[config.mk]
export PLATFORM = sky130hd
export DESIGN_NAME = fifo_wptr_full
export DESIGN_NICKNAME = d
export VERILOG_FILES = /design/src/rtl/fifo_pkg.sv /design/src/rtl/gray2bin_conv.sv /design/src/rtl/fifo_wptr_full.sv
export SDC_FILE = /design/constraint.sdc
export NUM_CORES = 1
export LEC_CHECK = 0
export BUFFER_PORTS_ARGS = -buffer_cell sky130_fd_sc_hd__buf_4
export CAP_MARGIN = 40
export CORE_MARGIN = 2
export CORE_UTILIZATION = 49
export CTS_BUF_LIST = sky130_fd_sc_hd__clkbuf_16
export DETAILED_ROUTE_END_ITERATION = 10
export PLACE_DENSITY = 0.76
export SETUP_SLACK_MARGIN = 0.1
export SLEW_MARGIN = 25
export SYNTH_ARGS = -nofsm -noshare
export SYNTH_HDL_FRONTEND = slang
export SYNTH_SLANG_ARGS = --single-unit
[constraint.sdc]
create_clock -name clk -period 2.4 [get_ports clk]
set_input_delay 0.24 -clock clk [delete_from_list [all_inputs] [get_ports clk]]
set_output_delay 0.24 -clock clk [all_outputs]
set_load 0.05 [all_outputs]
[src/rtl/fifo_pkg.sv]
// Shared async-FIFO definitions: default address width, pointer type and Gray helpers.
package fifo_pkg;

  localparam int ADDRSIZE = 4;

  typedef logic [ADDRSIZE:0] ptr_t;

  function automatic ptr_t bin2gray(input ptr_t b);
    return (b >> 1) ^ b;
  endfunction

  function automatic ptr_t gray2bin(input ptr_t g);
    ptr_t b;
    b = '0;
    for (int i = 0; i < ADDRSIZE + 1; i++) b[i] = ^(g >> i);
    return b;
  endfunction

endpackage

[src/rtl/gray2bin_conv.sv]
// Combinational Gray-to-binary converter, shared by the write-full and read-empty generators.
module gray2bin_conv #(
  parameter int W = 5
) (
  input  logic [W-1:0] gray,
  output logic [W-1:0] bin
);

  // Each binary bit is the XOR of all Gray bits at or above it.
  always_comb begin
    bin = '0;
    for (int i = 0; i < W; i++) bin[i] = ^(gray >> i);
  end

endmodule

[src/rtl/fifo_wptr_full.sv]
// Write-domain pointer / full-flag generator for the async FIFO.
// Optional walmost_full output enabled by defining FIFO_ALMOST_FULL_EN.
module fifo_wptr_full
  import fifo_pkg::*;
#(
  parameter int ADDRSIZE     = fifo_pkg::ADDRSIZE,
  parameter int AFULL_THRESH = 12
) (
  input  logic                clk,
  input  logic                rst,
  input  logic                winc,
  input  logic [ADDRSIZE:0]   wq2_rptr,
  output logic                wen,
  output logic [ADDRSIZE-1:0] waddr,
  output logic [ADDRSIZE:0]   wptr,
  output logic                wfull,
  output logic [ADDRSIZE:0]   wcount,
`ifdef FIFO_ALMOST_FULL_EN
  output logic                walmost_full,
`endif
  output logic                woverflow
);

  if (AFULL_THRESH < 1 || AFULL_THRESH > (1 << ADDRSIZE)) begin : g_bad_thresh
    $error("fifo_wptr_full: AFULL_THRESH out of range 1..2**ADDRSIZE");
  end

  logic [ADDRSIZE:0] wbin, wbinnext, wgraynext, rbin_s, wcount_next, full_cmp;

  gray2bin_conv #(.W(ADDRSIZE + 1)) u_rptr_conv (
    .gray (wq2_rptr),
    .bin  (rbin_s)
  );

  assign wen         = winc & ~wfull;
  assign waddr       = wbin[ADDRSIZE-1:0];
  assign wbinnext    = wbin + {{ADDRSIZE{1'b0}}, wen};
  assign wgraynext   = (wbinnext >> 1) ^ wbinnext;
  assign wcount_next = wbinnext - rbin_s;
  // Full when write Gray equals read Gray with the top two bits inverted.
  assign full_cmp    = {~wq2_rptr[ADDRSIZE:ADDRSIZE-1], wq2_rptr[ADDRSIZE-2:0]};

  always_ff @(posedge clk or posedge rst) begin
    if (rst) begin
      wbin      <= '0;
      wptr      <= '0;
      wfull     <= 1'b0;
      wcount    <= '0;
      woverflow <= 1'b0;
    end else begin
      wbin      <= wbinnext;
      wptr      <= wgraynext;
      wfull     <= (wgraynext == full_cmp);
      wcount    <= wcount_next;
      woverflow <= woverflow | (winc & wfull);
    end
  end

`ifdef FIFO_ALMOST_FULL_EN
  always_ff @(posedge clk or posedge rst) begin
    if (rst) walmost_full <= 1'b0;
    else     walmost_full <= (int'(wcount_next) >= AFULL_THRESH);
  end
`endif

endmodule

; Word-level counts from Yosys, hierarchy flattened
; Cells that the tools add are included.
[op_classes]
bitwise = 6
eq_ne = 1
n_addsub = 2
reduce_logical = 5
[op_table]
columns = op, count
row1 = $reduce_xor A5 Y1, 5
row2 = $add A5 B1 Y5, 1
row3 = $eq A5 B5 Y1, 1
row4 = $sub A5 B5 Y5, 1
row5 = $xor A4 B5 Y5, 1
row6 = $and A1 B1 Y1, 2
row7 = $not A2 Y2, 1
row8 = $not A1 Y1, 1
row9 = $or A1 B1 Y1, 1
[word_totals]
in_bits = 8
output_inout_bits = 17
word_cells = 19
reg_bits = 17

; Logic depth before layout (Yosys ltp)
[logic_depth]
word_depth = 5
mapped_depth = 9
depth_no_buf = 9

; Hierarchy
; Synthesis repeated with hierarchy kept, for this count alone.
[unflattened]
cells_unflattened = 65
hier_area_um2 = 880.8
[by_module_without_submodules]
columns = module, area_each_um2, seq_area_each_um2, instances, cells_per_inst
row1 = fifo_wptr_full, 807.0, 400.4, 1, 60
row2 = gray2bin_conv, 73.8, 0.0, 1, 5

; Worst setup path after synthesis
; OpenSTA, ideal clock, no wires.
[synth_timing]
path_kind = flip-flop to flip-flop
from = register wfull
to = register wfull
synth_period_minus_slack_ns = 3.142
slack_ns = -0.742
required_ns = 2.289
n_path_buf = 0
path_stages_with_launch = 8
arrival_time_ns = 3.031
setup_ns = 0.111
cell_sequence = dfrtp_1 -> nor2b_1 -> ha_1 -> ha_1 -> xor2_2 -> xor2_1 -> or3_1 -> a2111oi_2
[synth_via]
elab_chain_len = 5
[synth_rtl]
columns = item, line_no
row1 = from (decl), fifo_wptr_full.sv:16  ; output logic wfull,
row2 = from (signal assigned), fifo_wptr_full.sv:53  ; wfull <= (wgraynext == full_cmp);
row3 = $not A1 Y1, fifo_wptr_full.sv:35  ; assign wen = winc & ~wfull;
row4 = $and A1 B1 Y1, fifo_wptr_full.sv:35
row5 = via wen, fifo_wptr_full.sv:13  ; output logic wen,
row6 = $add A5 B1 Y5, fifo_wptr_full.sv:37  ; assign wbinnext = wbin + {{ADDRSIZE{1'b0}}, wen};
row7 = via wbinnext[2], fifo_wptr_full.sv:28  ; logic [ADDRSIZE:0] wbin, wbinnext, wgraynext, rbin_s, wcount_next, full_cmp;
row8 = $xor A4 B5 Y5, fifo_wptr_full.sv:38  ; assign wgraynext = (wbinnext >> 1) ^ wbinnext;
row9 = $eq A5 B5 Y1, fifo_wptr_full.sv:53
; The timed path passes the listed nets, and every way through them passes these cells.

; Worst setup path in the final report
[layout_timing]
from = input wq2_rptr[3]
to = register wcount[4]
[layout_via]
elab_chain_len = 2
elab_cells_between_ends = 5
classes_between = 1 x add/sub / 4 x reduce/logical
[layout_rtl]
columns = item, line_no
row1 = from (decl), fifo_wptr_full.sv:12  ; input logic [ADDRSIZE:0] wq2_rptr,
row2 = $reduce_xor A5 Y1, gray2bin_conv.sv:12  ; for (int i = 0; i < W; i++) bin[i] = ^(gray >> i);
row3 = $sub A5 B5 Y5 *, fifo_wptr_full.sv:39  ; assign wcount_next = wbinnext - rbin_s;
row4 = via wcount_next[4], fifo_wptr_full.sv:28
row5 = to (signal assigned), fifo_wptr_full.sv:54  ; wcount <= wcount_next;
row6 = to (decl), fifo_wptr_full.sv:17  ; output logic [ADDRSIZE:0] wcount,
; Mark *: on every way through the listed nets, which the timed path passes. The rest lies on a longest branch.

==> impl_metrics.sql <==
INSERT INTO impl_metrics (metric_group, metric, value, unit) VALUES
('hold_path', 'hold_path.class', 'input port to async pin', ''),
('synthesis', 'synth_top_area_share', '46.2', '%'),
('layout', 'drive_above_1_share', '39.4', '%'),
('sta', 'final.min_clock_period', '2.14', 'ns'),
('setup_path', 'worstPathArrival', '2.26', 'ns'),
('layout', 'area_growth', '40.3', '%'),
('sta', 'fin_crit_sh', '89.3', '%'),
('place', 'dpl.hpwl', '1.12', 'mm'),
('setup_path', 'critical_path.max_fanout', '3', ''),
('detailed_routing', 'drt.antenna.violating_nets', '0', ''),
('setup_path', 'r2r_start', 'wfull', ''),
('synthesis', 'synth.cells.most_frequent', '16 x sky130_fd_sc_hd__dfrtp_1, 11 x sky130_fd_sc_hd__xnor2_1, 9 x sky130_fd_sc_hd__xor2_1, 8 x sky130_fd_sc_hd__inv_1, 5 x sky130_fd_sc_hd__ha_1', ''),
('synthesis', 'ys.warnings.count', '0', ''),
('synthesis', 'combined_area_of_all_synthesized_cells', '866', 'um^2'),
('sta', 'rsz0062_at_grt', 'no', ''),
('sta', 'hold_viol_final', '0', ''),
('floorplan', 'row_count', '15', ''),
('global_route', 'first_pass_grt_wire_length', '2.43', 'mm'),
('detailed_routing', 'number_of_remaining_drc_errors', '0', ''),
('sta', 'finalClockSkew', '0.000642', 'ns'),
('place', 'place.port_buffers', '24', ''),
('sta', 'finalMaxSlewViolations', '0', ''),
('synthesis', 'count_leader_synth', 'sky130_fd_sc_hd__dfrtp_1', ''),
('global_route', 'vias_in_the_first_global_route', '543', ''),
('run_status', 'outcome', 'complete, no violations', ''),
('global_route', 'antenna_found_initial', '0', ''),
('synthesis', 'synth_ff_type', 'sky130_fd_sc_hd__dfrtp_1', ''),
('clock_network', 'post-cts-setup-buffers', '0', ''),
('floorplan', 'die_w', '46.0', 'um'),
('global_route', 'grt_max_degree', '17', ''),
('setup_path', 'timing.critical_path.from', 'wq2_rptr[3]', ''),
('floorplan', 'initial_utilization', '51.3', '%'),
('floorplan', 'top_level_ports', '25', ''),
('clock_network', 'cts_root_buffer', 'sky130_fd_sc_hd__clkbuf_16', ''),
('clock_network', 'postCtsHoldBufs', '0', ''),
('place', 'detailedPlace.worstSlack', '-0.00560', 'ns'),
('setup_path', 'crit_path_start_kind', 'input port', ''),
('synthesis', 'ys_seq_area_share', '46.2', '%'),
('clock_network', 'cts.reportedPaths.clkPinSlew', '0.05', 'ns'),
('detailed_routing', 'number_of_search_and_repair_iterations_in_the_first_detailed_routing_pass', '4', ''),
('sta', 'relSlewSlack', '59.3', '%'),
('sta', 'hold_ws', '0.0750', 'ns'),
('synthesis', 'synth.top_cells.by_area', 'sky130_fd_sc_hd__dfrtp_1 46%, sky130_fd_sc_hd__xnor2_1 11%, sky130_fd_sc_hd__xor2_1 9.1%', ''),
('synthesis', 'mapped_avg_cell_area', '12.5', 'um^2'),
('clock_network', 'insertion_delay', '0.24', 'ns'),
('run', 'drv_cap', '0', ''),
('clock_network', 'cts_tree', 'done', ''),
('clock_network', 'htreeDepth', '1', ''),
('clock_network', 'cts_buffer_count', '3', ''),
('layout', 'final_design_area_no_fill', '1210', 'um^2'),
('layout', 'design.final.nets', '114', ''),
('setup_path', 'worstSetupEndpointType', 'flop', ''),
('floorplan', 'core', '1690', 'um^2'),
('detailed_routing', 'post_drt_wl_per_cell', '13.0', 'um'),
('layout', 'layout.core_utilization', '71.9', '%'),
('clock_network', 'cts_buffer_depth', '2', ''),
('sta', 'achievable_freq', '467', 'MHz'),
('clock_network', 'cts.sink_count', '16', ''),
('detailed_routing', 'initialDrtViolationCount', '5', ''),
('detailed_routing', 'vias', '569', ''),
('sta', 'worst_slew_pin_slew', '0.610', 'ns'),
('synthesis', 'yosys.cell_types.count', '20', ''),
('global_route', 'grt_usage', '17.3', '%'),
('setup_path', 'crit_type', 'input port to flop', ''),
('detailed_routing', 'routed_wl', '1.51', 'mm'),
('floorplan', 'fp.dieArea', '2120', 'um^2'),
('global_route', 'grt-ovfl-total', '0', ''),
('detailed_routing', 'drt-vias-per-instance', '4.91', ''),
('synthesis', 'ys_ff_latch', '16', ''),
('floorplan', 'height_of_the_die', '46.0', 'um'),
('layout', 'antenna_cells', '0', '');
path summary, 6_finish.rpt:
path                              to  slack, ns  cells past startpoint
min reg2reg                woverflow       0.46                      1
max in group asynchronous      wfull       1.89                      2
max reg2reg                    wfull       0.30                      7
min                        woverflow       0.08                      2
max                        wcount[4]       0.26                     10
min in group clk           woverflow       0.22                      2
cells in the final DEF (no fill, tap or decap), types with 2 or more instances in the layout:
master and instances:
sky130_fd_sc_hd__buf_4 26, sky130_fd_sc_hd__clkbuf_16 3, sky130_fd_sc_hd__dfrtp_1 15, sky130_fd_sc_hd__ha_1 3
sky130_fd_sc_hd__ha_4 2, sky130_fd_sc_hd__inv_1 9, sky130_fd_sc_hd__nand2_1 2, sky130_fd_sc_hd__nand3_1 2
sky130_fd_sc_hd__nor2b_1 2, sky130_fd_sc_hd__xnor2_1 11, sky130_fd_sc_hd__xnor3_1 2, sky130_fd_sc_hd__xor2_1 9
cell families after synthesis:
kind of cell | Yosys count | synth area share, %
AOI/OAI and AO/OA | 5 | 5.20
xor gates and xnor gates | 23 | 27.3
adders and majority gates | 7 | 10.8
buffers and inverters | 8 | 3.47
DFF | 16 | 46.2
muxes | 1 | 1.30
and+or+nand+nor | 9 | 5.64
registers in the layout (all words and copies together), names as in the netlist:
signal	cells
wbin	5
wptr	4
wcount	5
woverflow	1
wfull	1
routing by layer:
metal	wire, um	share of wire (%)	vias up	global-route usage [%]
met3	71	4.7	4	3.57
met1	687	46	261	22.6
met2	704	47	19	26.1
li1	-	-	285	-
met5	0	0	-	0
met4	41	2.7	0	10.3
through the flow:
step / std cells / setup TNS, ns
floorplan: 69 / 0
global placement: 112 / 0
detailed placement: 112 / -0.00560
CTS: 116 / 0
global route: 116 / 0
finish: 116 / 0
worst max-delay path: stages:
cell and delay (ns):
sky130_fd_sc_hd__buf_4 0.12, sky130_fd_sc_hd__xnor3_1 0.41, sky130_fd_sc_hd__xor2_1 0.24, sky130_fd_sc_hd__xnor2_1 0.10, sky130_fd_sc_hd__ha_1 0.21, sky130_fd_sc_hd__fa_2 0.36
sky130_fd_sc_hd__inv_1 0.07, sky130_fd_sc_hd__a21oi_1 0.06, sky130_fd_sc_hd__maj3_2 0.31, sky130_fd_sc_hd__xnor2_1 0.12
cell type report:
type                            instances  area (um^2)  area share (%)
Timing Repair Buffer                   26          195            16.1
Tap cell                               17         21.3            1.75
Clock buffer                            3         75.1            6.18
Clock inverter                          1         3.75           0.309
Inverter                                8         30.0            2.47
Sequential cell                        16          402            33.1
Multi-Input combinational cell         45          488            40.2
Power is not shown: default switching activity piles up to over one toggle a cycle in this logic, so the estimate is an artifact.
